===== config.mk =====
export PLATFORM = sky130hd
export DESIGN_NAME = csi_rx_packet_parser_flat
export DESIGN_NICKNAME = d
export VERILOG_FILES = /design/src/rtl/csi_rx_packet_parser_if.sv /design/src/rtl/csi_rx_packet_parser.sv /design/src/flat_wrapper.sv
export SDC_FILE = /design/constraint.sdc
export NUM_CORES = 1
export LEC_CHECK = 0
export ABC_AREA = 0
export BUFFER_PORTS_ARGS = -buffer_cell sky130_fd_sc_hd__buf_2
export CORE_MARGIN = 8
export CORE_UTILIZATION = 35
export DETAILED_ROUTE_END_ITERATION = 10
export SLEW_MARGIN = 25
export SYNTH_ARGS = -nofsm -noshare
export SYNTH_HDL_FRONTEND = slang
export SYNTH_SLANG_ARGS = --single-unit

===== constraint.sdc =====
create_clock -name byte_clock -period 2.3 [get_ports byte_clock]
set_input_delay 0.46 -clock byte_clock [delete_from_list [all_inputs] [get_ports byte_clock]]
set_output_delay 0.46 -clock byte_clock [all_outputs]
set_load 0.01 [all_outputs]

===== src/rtl/csi_rx_packet_parser_if.sv =====
// Word-stream and decoded-output bundle between the CSI-2 word aligner, the packet parser
// and the downstream pixel unpacker.
interface csi_rx_packet_parser_if #(
    parameter int NUM_LANE = 2
);
    logic                  enable;
    logic [8*NUM_LANE-1:0] word_in;
    logic                  valid_in;

    logic                  packet_done;
    logic [5:0]            data_type;
    logic [1:0]            virtual_ch;
    logic [15:0]           word_count;
    logic [7:0]            header_ecc;
    logic                  frame_start;
    logic                  frame_end;
    logic                  line_start;
    logic                  line_end;
    logic [8*NUM_LANE-1:0] payload_out;
    logic [NUM_LANE-1:0]   payload_be;
    logic                  payload_valid;
    logic                  in_long_pkt;
    logic                  abort_err;

    modport master (
        output enable, word_in, valid_in,
        input  packet_done, data_type, virtual_ch, word_count, header_ecc,
               frame_start, frame_end, line_start, line_end,
               payload_out, payload_be, payload_valid, in_long_pkt, abort_err
    );

    modport slave (
        input  enable, word_in, valid_in,
        output packet_done, data_type, virtual_ch, word_count, header_ecc,
               frame_start, frame_end, line_start, line_end,
               payload_out, payload_be, payload_valid, in_long_pkt, abort_err
    );
endinterface


===== src/rtl/csi_rx_packet_parser.sv =====
// CSI-2 packet parser: decodes headers, turns short sync packets into strobes and streams
// long-packet payload with per-lane byte enables, dropping the trailing CRC.
module csi_rx_packet_parser #(
    parameter int NUM_LANE = 2
) (
    input logic                   byte_clock,
    input logic                   reset_n,
    csi_rx_packet_parser_if.slave bus
);
    localparam int W = 8 * NUM_LANE;

    typedef enum logic [1:0] {IDLE, HDR2, PAYLOAD, FLUSH} state_t;

    state_t          state_reg, state_next;
    logic [16:0]     remaining_reg, remaining_next;
    logic [7:0]      di_reg, di_next;
    logic [7:0]      wcl_reg, wcl_next;

    logic            packet_done_reg, packet_done_next;
    logic [5:0]      data_type_reg, data_type_next;
    logic [1:0]      virtual_ch_reg, virtual_ch_next;
    logic [15:0]     word_count_reg, word_count_next;
    logic [7:0]      header_ecc_reg, header_ecc_next;
    logic            frame_start_reg, frame_start_next;
    logic            frame_end_reg, frame_end_next;
    logic            line_start_reg, line_start_next;
    logic            line_end_reg, line_end_next;
    logic [W-1:0]    payload_out_reg, payload_out_next;
    logic [NUM_LANE-1:0] payload_be_reg, payload_be_next;
    logic            payload_valid_reg, payload_valid_next;
    logic            in_long_pkt_reg, in_long_pkt_next;
    logic            abort_err_reg, abort_err_next;

    logic [7:0]      hdr_di, hdr_wcl, hdr_wcm, hdr_ecc;
    logic            hdr_accept;
    logic [16:0]     data_left;
    logic            last_word;
    logic [NUM_LANE-1:0] be_calc;

    // With 4 lanes the full header is in one word; with 2 lanes DI and WC_LSB were captured earlier.
    generate
        if (NUM_LANE == 4) begin : g_hdr4
            assign hdr_di  = bus.word_in[7:0];
            assign hdr_wcl = bus.word_in[15:8];
            assign hdr_wcm = bus.word_in[23:16];
            assign hdr_ecc = bus.word_in[31:24];
        end else begin : g_hdr2
            assign hdr_di  = di_reg;
            assign hdr_wcl = wcl_reg;
            assign hdr_wcm = bus.word_in[7:0];
            assign hdr_ecc = bus.word_in[15:8];
        end
    endgenerate

    // remaining counts payload plus the two CRC bytes, so the data still owed is remaining-2.
    assign data_left = (remaining_reg > 17'd2) ? (remaining_reg - 17'd2) : 17'd0;
    assign last_word = (remaining_reg <= 17'(NUM_LANE));

    generate
        for (genvar gi = 0; gi < NUM_LANE; gi++) begin : g_be
            assign be_calc[gi] = (data_left > 17'(gi));
        end
    endgenerate

    always_comb begin
        state_next         = state_reg;
        remaining_next     = remaining_reg;
        di_next            = di_reg;
        wcl_next           = wcl_reg;
        data_type_next     = data_type_reg;
        virtual_ch_next    = virtual_ch_reg;
        word_count_next    = word_count_reg;
        header_ecc_next    = header_ecc_reg;
        payload_out_next   = payload_out_reg;
        payload_be_next    = payload_be_reg;
        in_long_pkt_next   = in_long_pkt_reg;
        abort_err_next     = abort_err_reg;
        packet_done_next   = 1'b0;
        frame_start_next   = 1'b0;
        frame_end_next     = 1'b0;
        line_start_next    = 1'b0;
        line_end_next      = 1'b0;
        payload_valid_next = 1'b0;
        hdr_accept         = 1'b0;

        if (bus.enable) begin
            case (state_reg)
                IDLE: begin
                    if (bus.valid_in) begin
                        if (NUM_LANE == 4) begin
                            hdr_accept = 1'b1;
                        end else begin
                            di_next    = bus.word_in[7:0];
                            wcl_next   = bus.word_in[15:8];
                            state_next = HDR2;
                        end
                    end
                end
                HDR2: begin
                    if (bus.valid_in) begin
                        hdr_accept = 1'b1;
                    end else begin
                        packet_done_next = 1'b1;
                        abort_err_next   = 1'b1;
                        in_long_pkt_next = 1'b0;
                        state_next       = IDLE;
                    end
                end
                PAYLOAD: begin
                    if (bus.valid_in) begin
                        payload_out_next   = bus.word_in;
                        payload_be_next    = be_calc;
                        payload_valid_next = (data_left != 17'd0);
                        if (last_word) begin
                            remaining_next   = 17'd0;
                            packet_done_next = 1'b1;
                            in_long_pkt_next = 1'b0;
                            state_next       = FLUSH;
                        end else begin
                            remaining_next = remaining_reg - 17'(NUM_LANE);
                        end
                    end else begin
                        remaining_next   = 17'd0;
                        packet_done_next = 1'b1;
                        abort_err_next   = 1'b1;
                        in_long_pkt_next = 1'b0;
                        state_next       = IDLE;
                    end
                end
                FLUSH: begin
                    if (!bus.valid_in) begin
                        state_next = IDLE;
                    end
                end
                default: state_next = IDLE;
            endcase

            if (hdr_accept) begin
                data_type_next  = hdr_di[5:0];
                virtual_ch_next = hdr_di[7:6];
                word_count_next = {hdr_wcm, hdr_wcl};
                header_ecc_next = hdr_ecc;
                if (hdr_di[5:0] <= 6'h0F) begin
                    case (hdr_di[5:0])
                        6'h00:   frame_start_next = 1'b1;
                        6'h01:   frame_end_next   = 1'b1;
                        6'h02:   line_start_next  = 1'b1;
                        6'h03:   line_end_next    = 1'b1;
                        default: ;
                    endcase
                    packet_done_next = 1'b1;
                    state_next       = FLUSH;
                end else begin
                    remaining_next   = {1'b0, hdr_wcm, hdr_wcl} + 17'd2;
                    in_long_pkt_next = 1'b1;
                    state_next       = PAYLOAD;
                end
            end
        end
    end

    always_ff @(posedge byte_clock or negedge reset_n) begin
        if (!reset_n) begin
            state_reg         <= IDLE;
            remaining_reg     <= '0;
            di_reg            <= '0;
            wcl_reg           <= '0;
            packet_done_reg   <= 1'b0;
            data_type_reg     <= '0;
            virtual_ch_reg    <= '0;
            word_count_reg    <= '0;
            header_ecc_reg    <= '0;
            frame_start_reg   <= 1'b0;
            frame_end_reg     <= 1'b0;
            line_start_reg    <= 1'b0;
            line_end_reg      <= 1'b0;
            payload_out_reg   <= '0;
            payload_be_reg    <= '0;
            payload_valid_reg <= 1'b0;
            in_long_pkt_reg   <= 1'b0;
            abort_err_reg     <= 1'b0;
        end else begin
            state_reg         <= state_next;
            remaining_reg     <= remaining_next;
            di_reg            <= di_next;
            wcl_reg           <= wcl_next;
            packet_done_reg   <= packet_done_next;
            data_type_reg     <= data_type_next;
            virtual_ch_reg    <= virtual_ch_next;
            word_count_reg    <= word_count_next;
            header_ecc_reg    <= header_ecc_next;
            frame_start_reg   <= frame_start_next;
            frame_end_reg     <= frame_end_next;
            line_start_reg    <= line_start_next;
            line_end_reg      <= line_end_next;
            payload_out_reg   <= payload_out_next;
            payload_be_reg    <= payload_be_next;
            payload_valid_reg <= payload_valid_next;
            in_long_pkt_reg   <= in_long_pkt_next;
            abort_err_reg     <= abort_err_next;
        end
    end

    assign bus.packet_done   = packet_done_reg;
    assign bus.data_type     = data_type_reg;
    assign bus.virtual_ch    = virtual_ch_reg;
    assign bus.word_count    = word_count_reg;
    assign bus.header_ecc    = header_ecc_reg;
    assign bus.frame_start   = frame_start_reg;
    assign bus.frame_end     = frame_end_reg;
    assign bus.line_start    = line_start_reg;
    assign bus.line_end      = line_end_reg;
    assign bus.payload_out   = payload_out_reg;
    assign bus.payload_be    = payload_be_reg;
    assign bus.payload_valid = payload_valid_reg;
    assign bus.in_long_pkt   = in_long_pkt_reg;
    assign bus.abort_err     = abort_err_reg;
endmodule


===== src/flat_wrapper.sv =====
// flat-port wrapper written by rule: the top's interface ports become plain ports
module csi_rx_packet_parser_flat 
#(
    parameter int NUM_LANE = 2
)
  (byte_clock, reset_n, bus_enable, bus_word_in, bus_valid_in, bus_packet_done, bus_data_type, bus_virtual_ch, bus_word_count, bus_header_ecc, bus_frame_start, bus_frame_end, bus_line_start, bus_line_end, bus_payload_out, bus_payload_be, bus_payload_valid, bus_in_long_pkt, bus_abort_err);
  csi_rx_packet_parser_if #(.NUM_LANE(NUM_LANE)) bus_i ();
  input logic byte_clock;
  input logic reset_n;
  input wire logic [$bits(bus_i.enable)-1:0] bus_enable;
  input wire logic [$bits(bus_i.word_in)-1:0] bus_word_in;
  input wire logic [$bits(bus_i.valid_in)-1:0] bus_valid_in;
  output wire logic [$bits(bus_i.packet_done)-1:0] bus_packet_done;
  output wire logic [$bits(bus_i.data_type)-1:0] bus_data_type;
  output wire logic [$bits(bus_i.virtual_ch)-1:0] bus_virtual_ch;
  output wire logic [$bits(bus_i.word_count)-1:0] bus_word_count;
  output wire logic [$bits(bus_i.header_ecc)-1:0] bus_header_ecc;
  output wire logic [$bits(bus_i.frame_start)-1:0] bus_frame_start;
  output wire logic [$bits(bus_i.frame_end)-1:0] bus_frame_end;
  output wire logic [$bits(bus_i.line_start)-1:0] bus_line_start;
  output wire logic [$bits(bus_i.line_end)-1:0] bus_line_end;
  output wire logic [$bits(bus_i.payload_out)-1:0] bus_payload_out;
  output wire logic [$bits(bus_i.payload_be)-1:0] bus_payload_be;
  output wire logic [$bits(bus_i.payload_valid)-1:0] bus_payload_valid;
  output wire logic [$bits(bus_i.in_long_pkt)-1:0] bus_in_long_pkt;
  output wire logic [$bits(bus_i.abort_err)-1:0] bus_abort_err;
  assign bus_i.enable = bus_enable;
  assign bus_i.word_in = bus_word_in;
  assign bus_i.valid_in = bus_valid_in;
  assign bus_packet_done = bus_i.packet_done;
  assign bus_data_type = bus_i.data_type;
  assign bus_virtual_ch = bus_i.virtual_ch;
  assign bus_word_count = bus_i.word_count;
  assign bus_header_ecc = bus_i.header_ecc;
  assign bus_frame_start = bus_i.frame_start;
  assign bus_frame_end = bus_i.frame_end;
  assign bus_line_start = bus_i.line_start;
  assign bus_line_end = bus_i.line_end;
  assign bus_payload_out = bus_i.payload_out;
  assign bus_payload_be = bus_i.payload_be;
  assign bus_payload_valid = bus_i.payload_valid;
  assign bus_in_long_pkt = bus_i.in_long_pkt;
  assign bus_abort_err = bus_i.abort_err;
  csi_rx_packet_parser #(.NUM_LANE(NUM_LANE)) u_core (.byte_clock(byte_clock), .reset_n(reset_n), .bus(bus_i));
endmodule

==> results.toml, run 1 <==
[run_status]
run_status = "completed"

[clock_network]
htree_num_levels = 3
insertion_delay_ns = 0.34
tritoncts.num_buffers = 9
cts_sinks = 93
cts_tree = "built"
cts_root_buf = "clkbuf_16"
path_clk_slew_ns = 0.07
cts_max_path_buffers = 2

[floorplanning]
rows = 41
boundaryPins = 78
die-height_um = 130
fp.dieW_um = 130
core_region_area_mm2 = 0.0127
floorplan_die_area_mm2 = 0.0169
initial_standard_cell_utilization_of_the_core_pct = 35.8

[yosys]
postSynth.topFlopCell = "dfrtp_1"
synth.distinct_cells = 63
synthesis.area_per_instance_um2 = 11.1
synthArstFlopShare_pct = 100
synthCells = 408
synth-edff-count = 0
synth-seq-area-share_pct = 51.3
yosysWarnings = 0
synthesis.area_mm2 = 0.00454
postSynthRegisterBits = 93
synth_fp_nets = 434

[worst_setup_path]
critPathArrivalTime_ns = 2.47
path_buf_inv = 0
critical_path.slowest_cell = "or4_4"
timing.reg2reg.setup_slack_ns = 0.08
reg2reg_from = "u_core.remaining_reg[6]"
worstPathCellList = "or4_4, or3b_4, a2111oi_2, a211oi_1, o221ai_1"
startpoint_type = "flop"
critical_path.max_fanout = 7
kind_of_critical_path = "flop to flop"
reg2reg_to = "u_core.remaining_reg[15]"
r2r_depth = 5
max_stage_delay_ns = 0.60
setup.worst_path.end_class = "flop"
worst_ep_required_time_ns = 2.54
critical-path-top-delay-family = "simple AND/OR/NAND/NOR gates"

[drt]
ant_nets = 0
drtIter0Drc = 209
firstDrtPassIters = 4
post_detailed_route_wirelength_per_cell_um = 17.7
vias = 3605
drt_drc_violations_left = 0
detail_route.wirelength_mm = 12.0
route.detailed.vias_per_inst = 5.30

[cells_and_area]
area_delta_synth_final_pct = 24.3
layout-drive-gt1-share_pct = 38.6
commonest_cells_after_routing_fill_and_taps_aside = "91 x dfrtp_1, 76 x buf_2, 56 x mux2_2"
finish.net_count = 529
layout.cells.most_common = "dfrtp_1"
largest_register_ffs = 17
final.fill_count = 1205
n_antenna_cell = 0

[worst_hold_path]
min-delay-path-class = "input pin to asynchronous set/reset pin"

[pwr]
ir_drop_mv = 0.723
power_share_of_the_sequential_group_pct = 40.0
sw_frac_of_total_pct = 37.6
total_leakage_power_nw = 2.55
net-switching-power_mw = 2.82
internal-power_mw = 4.69
areal_power_density_over_the_cells_mw_per_mm2 = 1330
combPwrFrac_pct = 39.1
p_clk_share_pct = 20.9

[place]
place_ws_ns = 0.0367
detailed_place_hpwl_mm = 9.19
place.gp.congestion = 0.917
port_buffers = 77

[grt]
initial_antenna_violation_count = 0
grt_util_overall_pct = 14.8
number_of_global_route_vias_before_repair = 3782
grt_first_pass_wirelength_mm = 19.8
grt_start_max_net_pins = 40
overflow = 0

[sta]
hold_ws_ns = 0.0897
clock_skew_ns = 0.00778
post-route-worst-setup-slack_ns = 0.0779
setup-tns-final_ns = 0
final-max-slew-violation-count = 0
timing.final.crit_period_ns = 2.22
final-setup-viol-count = 0
grt_setup_unrepaired = "no"
period_share_pct = 96.6
final-hold-violation-count = 0
fmaxAchievable_ghz = 0.450
worst_slew_margin_rel_pct = 50.1
worst-slew-pin-transition_ns = 0.743

[run]
drv_cap = 0
-- how the worst max path moves through the flow --
stage | start | endpoint | cells after the start
2_1_floorplan | u_core.remaining_reg[5] | u_core.remaining_reg[1] | 7
3_5_place_dp | u_core.remaining_reg[1] | u_core.remaining_reg[15] | 8
4_1_cts | u_core.remaining_reg[1] | u_core.remaining_reg[15] | 8
6_report | u_core.remaining_reg[6] | u_core.remaining_reg[15] | 5
3_3_place_gp | u_core.remaining_reg[1] | u_core.remaining_reg[10] | 5
5_1_grt | u_core.remaining_reg[1] | u_core.remaining_reg[15] | 8
-- power groups by stage --
stage / Clock (mW) / Sequential (mW) / Combinational [mW]
floorplan: 0 / 3.09 / 1.62
global placement: 0 / 2.98 / 2.85
detailed placement: 0 / 3.02 / 2.90
CTS: 1.59 / 3.00 / 2.93
global route: 1.66 / 3.12 / 3.23
finish: 1.57 / 3.01 / 2.94
-- kinds of logic (layout without fill, tap and decap cells) --
kind of cell / Yosys count / count (layout) / synth area share, %
buffers and inverters: 35 / 135 / 3.22
AND/OR/NAND/NOR: 120 / 120 / 14.1
AO/OA/AOI/OAI: 77 / 77 / 11.8
multiplexers: 58 / 58 / 14.3
XOR/XNOR: 19 / 19 / 3.66
adder cells (fa/ha/maj): 6 / 6 / 1.65
flip-flops: 93 / 93 / 51.3
-- synth_stat cells, types with 4 or more instances --
cell	count	share of area, %
or4_1	5	0.83
xnor2_1	10	1.9
clkbuf_1	16	1.3
nor4_1	8	1.1
nand4_1	6	0.83
nand2_1	32	2.6
a31oi_1	4	0.55
o211ai_1	5	0.83
xor2_1	9	1.7
nor2_1	19	1.6
ha_1	6	1.7
mux2_2	56	14
dfrtp_1	93	51
a22oi_1	4	0.66
a21oi_1	13	1.4
nand3_1	19	2.1
inv_1	16	1.3
nor3_1	7	0.77
o21ai_0	20	2.2
-- per-layer routing --
layer	vias up	global-route usage, %	part of all wire [%]
met1	1813	19.4	45
li1	1672	-	-
met4	0	4.58	1.4
met5	-	0	0
met3	14	4.69	6.8
met2	106	23.0	47
-- area by class of cell --
| class | instances | area, um2 | share of cell area [%] |
|---|---|---|---|
| Inverter | 16 | 60.1 | 1.06 |
| Multi-Input combinational cell | 280 | 2120 | 37.5 |
| Clock inverter | 7 | 87.6 | 1.55 |
| Timing Repair Buffer | 103 | 612 | 10.8 |
| Sequential cell | 93 | 2330 | 41.3 |
| Tap cell | 172 | 215 | 3.81 |
| Clock buffer | 9 | 225 | 3.99 |
-- repair_timing --
item                                    4_1_cts  5_1_grt
endpoints found under the setup margin        1        6
pin swaps                                     0        1
buffers inserted                              0        1
gates resized for setup                       2        9
hold buffers                                  0        0
-- metrics by stage --
step | utilization, % | total power, mW | instances | instance area (um2)
after global routing | 44.6 | 8.01 | 680 | 5650
after CTS | 44.2 | 7.52 | 679 | 5600
after floorplan | - | 4.71 | 408 | 4550
after detailed placement | 41.7 | 5.92 | 663 | 5280
final | 44.6 | 7.51 | 680 | 5650
after global placement | 41.7 | 5.83 | 663 | 5280
Note: power is estimated with default switching activity, not from simulation.
==> inputs of run 2 (changes only) <==
- PLACE_DENSITY: unset -> 0.52
==> results.toml, run 2 (synthesized netlist as in run 1, its figures left out) <==
[floorplanning]
initial_standard_cell_utilization_of_the_core_pct = 35.8
floorplan_die_area_mm2 = 0.0169
boundaryPins = 78
die-height_um = 130
fp.dieW_um = 130
rows = 41
core_region_area_mm2 = 0.0127

[clock_network]
cts_root_buf = "clkbuf_16"
cts_max_path_buffers = 2
cts_hold_repair.buffers = 0
path_clk_slew_ns = 0.06
insertion_delay_ns = 0.34
htree_num_levels = 3
cts_tree = "built"
tritoncts.num_buffers = 9
cts_sinks = 93

[drt]
route.detailed.vias_per_inst = 5.28
firstDrtPassIters = 6
post_detailed_route_wirelength_per_cell_um = 18.1
detail_route.wirelength_mm = 12.3
vias = 3599
ant_nets = 0
drt_drc_violations_left = 0
drtIter0Drc = 212

[cells_and_area]
finalNonFillerCells = 682
n_antenna_cell = 0
finish.net_count = 534
area_delta_synth_final_pct = 24.0
commonest_cells_after_routing_fill_and_taps_aside = "93 x dfrtp_1, 76 x buf_2, 56 x mux2_2"
layout.cells.most_common = "dfrtp_1"
largest_register_ffs = 17
layout-drive-gt1-share_pct = 37.8

[pwr]
internal-power_mw = 4.66
p_clk_share_pct = 19.3
combPwrFrac_pct = 40.8
ir_drop_mv = 0.562
power_share_of_the_sequential_group_pct = 39.9
areal_power_density_over_the_cells_mw_per_mm2 = 1310
sw_frac_of_total_pct = 36.9
total_leakage_power_nw = 2.55
net-switching-power_mw = 2.73

[sta]
grt_setup_unrepaired = "no"
worst-slew-pin-transition_ns = 0.536
worst_slew_margin_rel_pct = 64.2
final-max-slew-violation-count = 0
final-setup-viol-count = 0
period_share_pct = 93.2
clock_skew_ns = 0.00635
final-hold-violation-count = 0
setup-tns-final_ns = 0
timing.final.crit_period_ns = 2.14
fmaxAchievable_ghz = 0.466

[grt]
grt_util_overall_pct = 15.7
overflow = 0
grt_first_pass_wirelength_mm = 20.4
number_of_global_route_vias_before_repair = 3680
initial_antenna_violation_count = 0
grt_start_max_net_pins = 39

[run]
drv_cap = 0

[place]
port_buffers = 77
place_inst = 668
detailed_place_hpwl_mm = 9.36
place.gp.congestion = 0.837

[worst_setup_path]
setup.worst_path.end_class = "flop"
critPathArrivalTime_ns = 2.36
worst_ep_required_time_ns = 2.52
critical_path.max_fanout = 7
startpoint_type = "flop"
kind_of_critical_path = "flop to flop"

[worst_hold_path]
min-delay-path-class = "input pin to asynchronous set/reset pin"

[run_status]
run_status = "completed"
run 2: cell count changes in the layout (fill, tap and decap cells not counted), moves of 2 or more:
cell,delta
clkinv_4,-2
buf_4,+7
inv_8,-2
or4_4,-2
dfrtp_2,-2
dfrtp_1,+2
or4_1,+2
run 2: layout make-up:
class | instances | area, um2
inverter | 16 | 60.1
fill | 1212 | 7040
clock buffer | 9 | 225
tap | 172 | 215
sequential | 93 | 2330
timing repair buffer | 108 | 633
multi-input combinational | 280 | 2120
clock inverter | 4 | 51.3
run 2: final timing paths:
check	start	to	slack [ns]	cells after the start
worst max register to register	u_core.remaining_reg[2]	u_core.bus.payload_be[1]	0.16	6
max in group asynchronous	reset_n	u_core.bus.payload_out[4]	1.59	2
worst max-delay path	u_core.remaining_reg[2]	u_core.bus.payload_be[1]	0.16	6
worst min register to register	u_core.bus.abort_err	u_core.bus.abort_err	0.48	1
min in group byte_clock	bus_word_in[14]	u_core.hdr_wcl[6]	0.38	2
worst min-delay path	reset_n	u_core.remaining_reg[7]	0.1	1
run 2: power by group through the flow:
stage	clock network, mW	registers, mW	logic, mW
after floorplan	0	3.09	1.62
after global placement	0	2.94	2.99
after detailed placement	0	2.97	2.99
after CTS	1.48	2.95	3.00
after global routing	1.54	3.07	3.31
final	1.43	2.95	3.01
run 2: per-stage QoR:
| stage | instance area (um2) | util, % | hold slack (ns) | total power, mW | setup WS, ns |
|---|---|---|---|---|---|
| CTS | 5580 | 44.1 | 0.104 | 7.43 | 0.0401 |
| global route | 5630 | 44.4 | 0.135 | 7.93 | 0.00784 |
| global placement | 5310 | 41.9 | 0.462 | 5.93 | 0.138 |
| floorplan | 4550 | - | 0.164 | 4.71 | 0.140 |
| detailed placement | 5310 | 41.9 | 0.473 | 5.95 | 0.0598 |
| finish | 5630 | 44.4 | 0.0988 | 7.39 | 0.156 |
run 2: critical path, stage by stage, from the launching register on:
cell and delay, ns:
dfrtp_1 0.44, or4_1 0.69, nor3_1 0.24, xor2_1 0.15, buf_4 0.16, o31ai_4 0.24
nand3_1 0.10
run 2: per-layer routing:
| metal | GRT usage, % | vias to the layer above | wire length, um |
|---|---|---|---|
| li1 | - | 1680 | - |
| met4 | 7.04 | 0 | 268 |
| met5 | 0 | - | 0 |
| met1 | 20.1 | 1768 | 5330 |
| met3 | 4.00 | 21 | 849 |
| met2 | 24.4 | 130 | 5860 |
run 2: timing repair:
action,4_1_cts,5_1_grt
setup endpoints to repair,0,12
buffers inserted,0,1
resized for setup,0,6
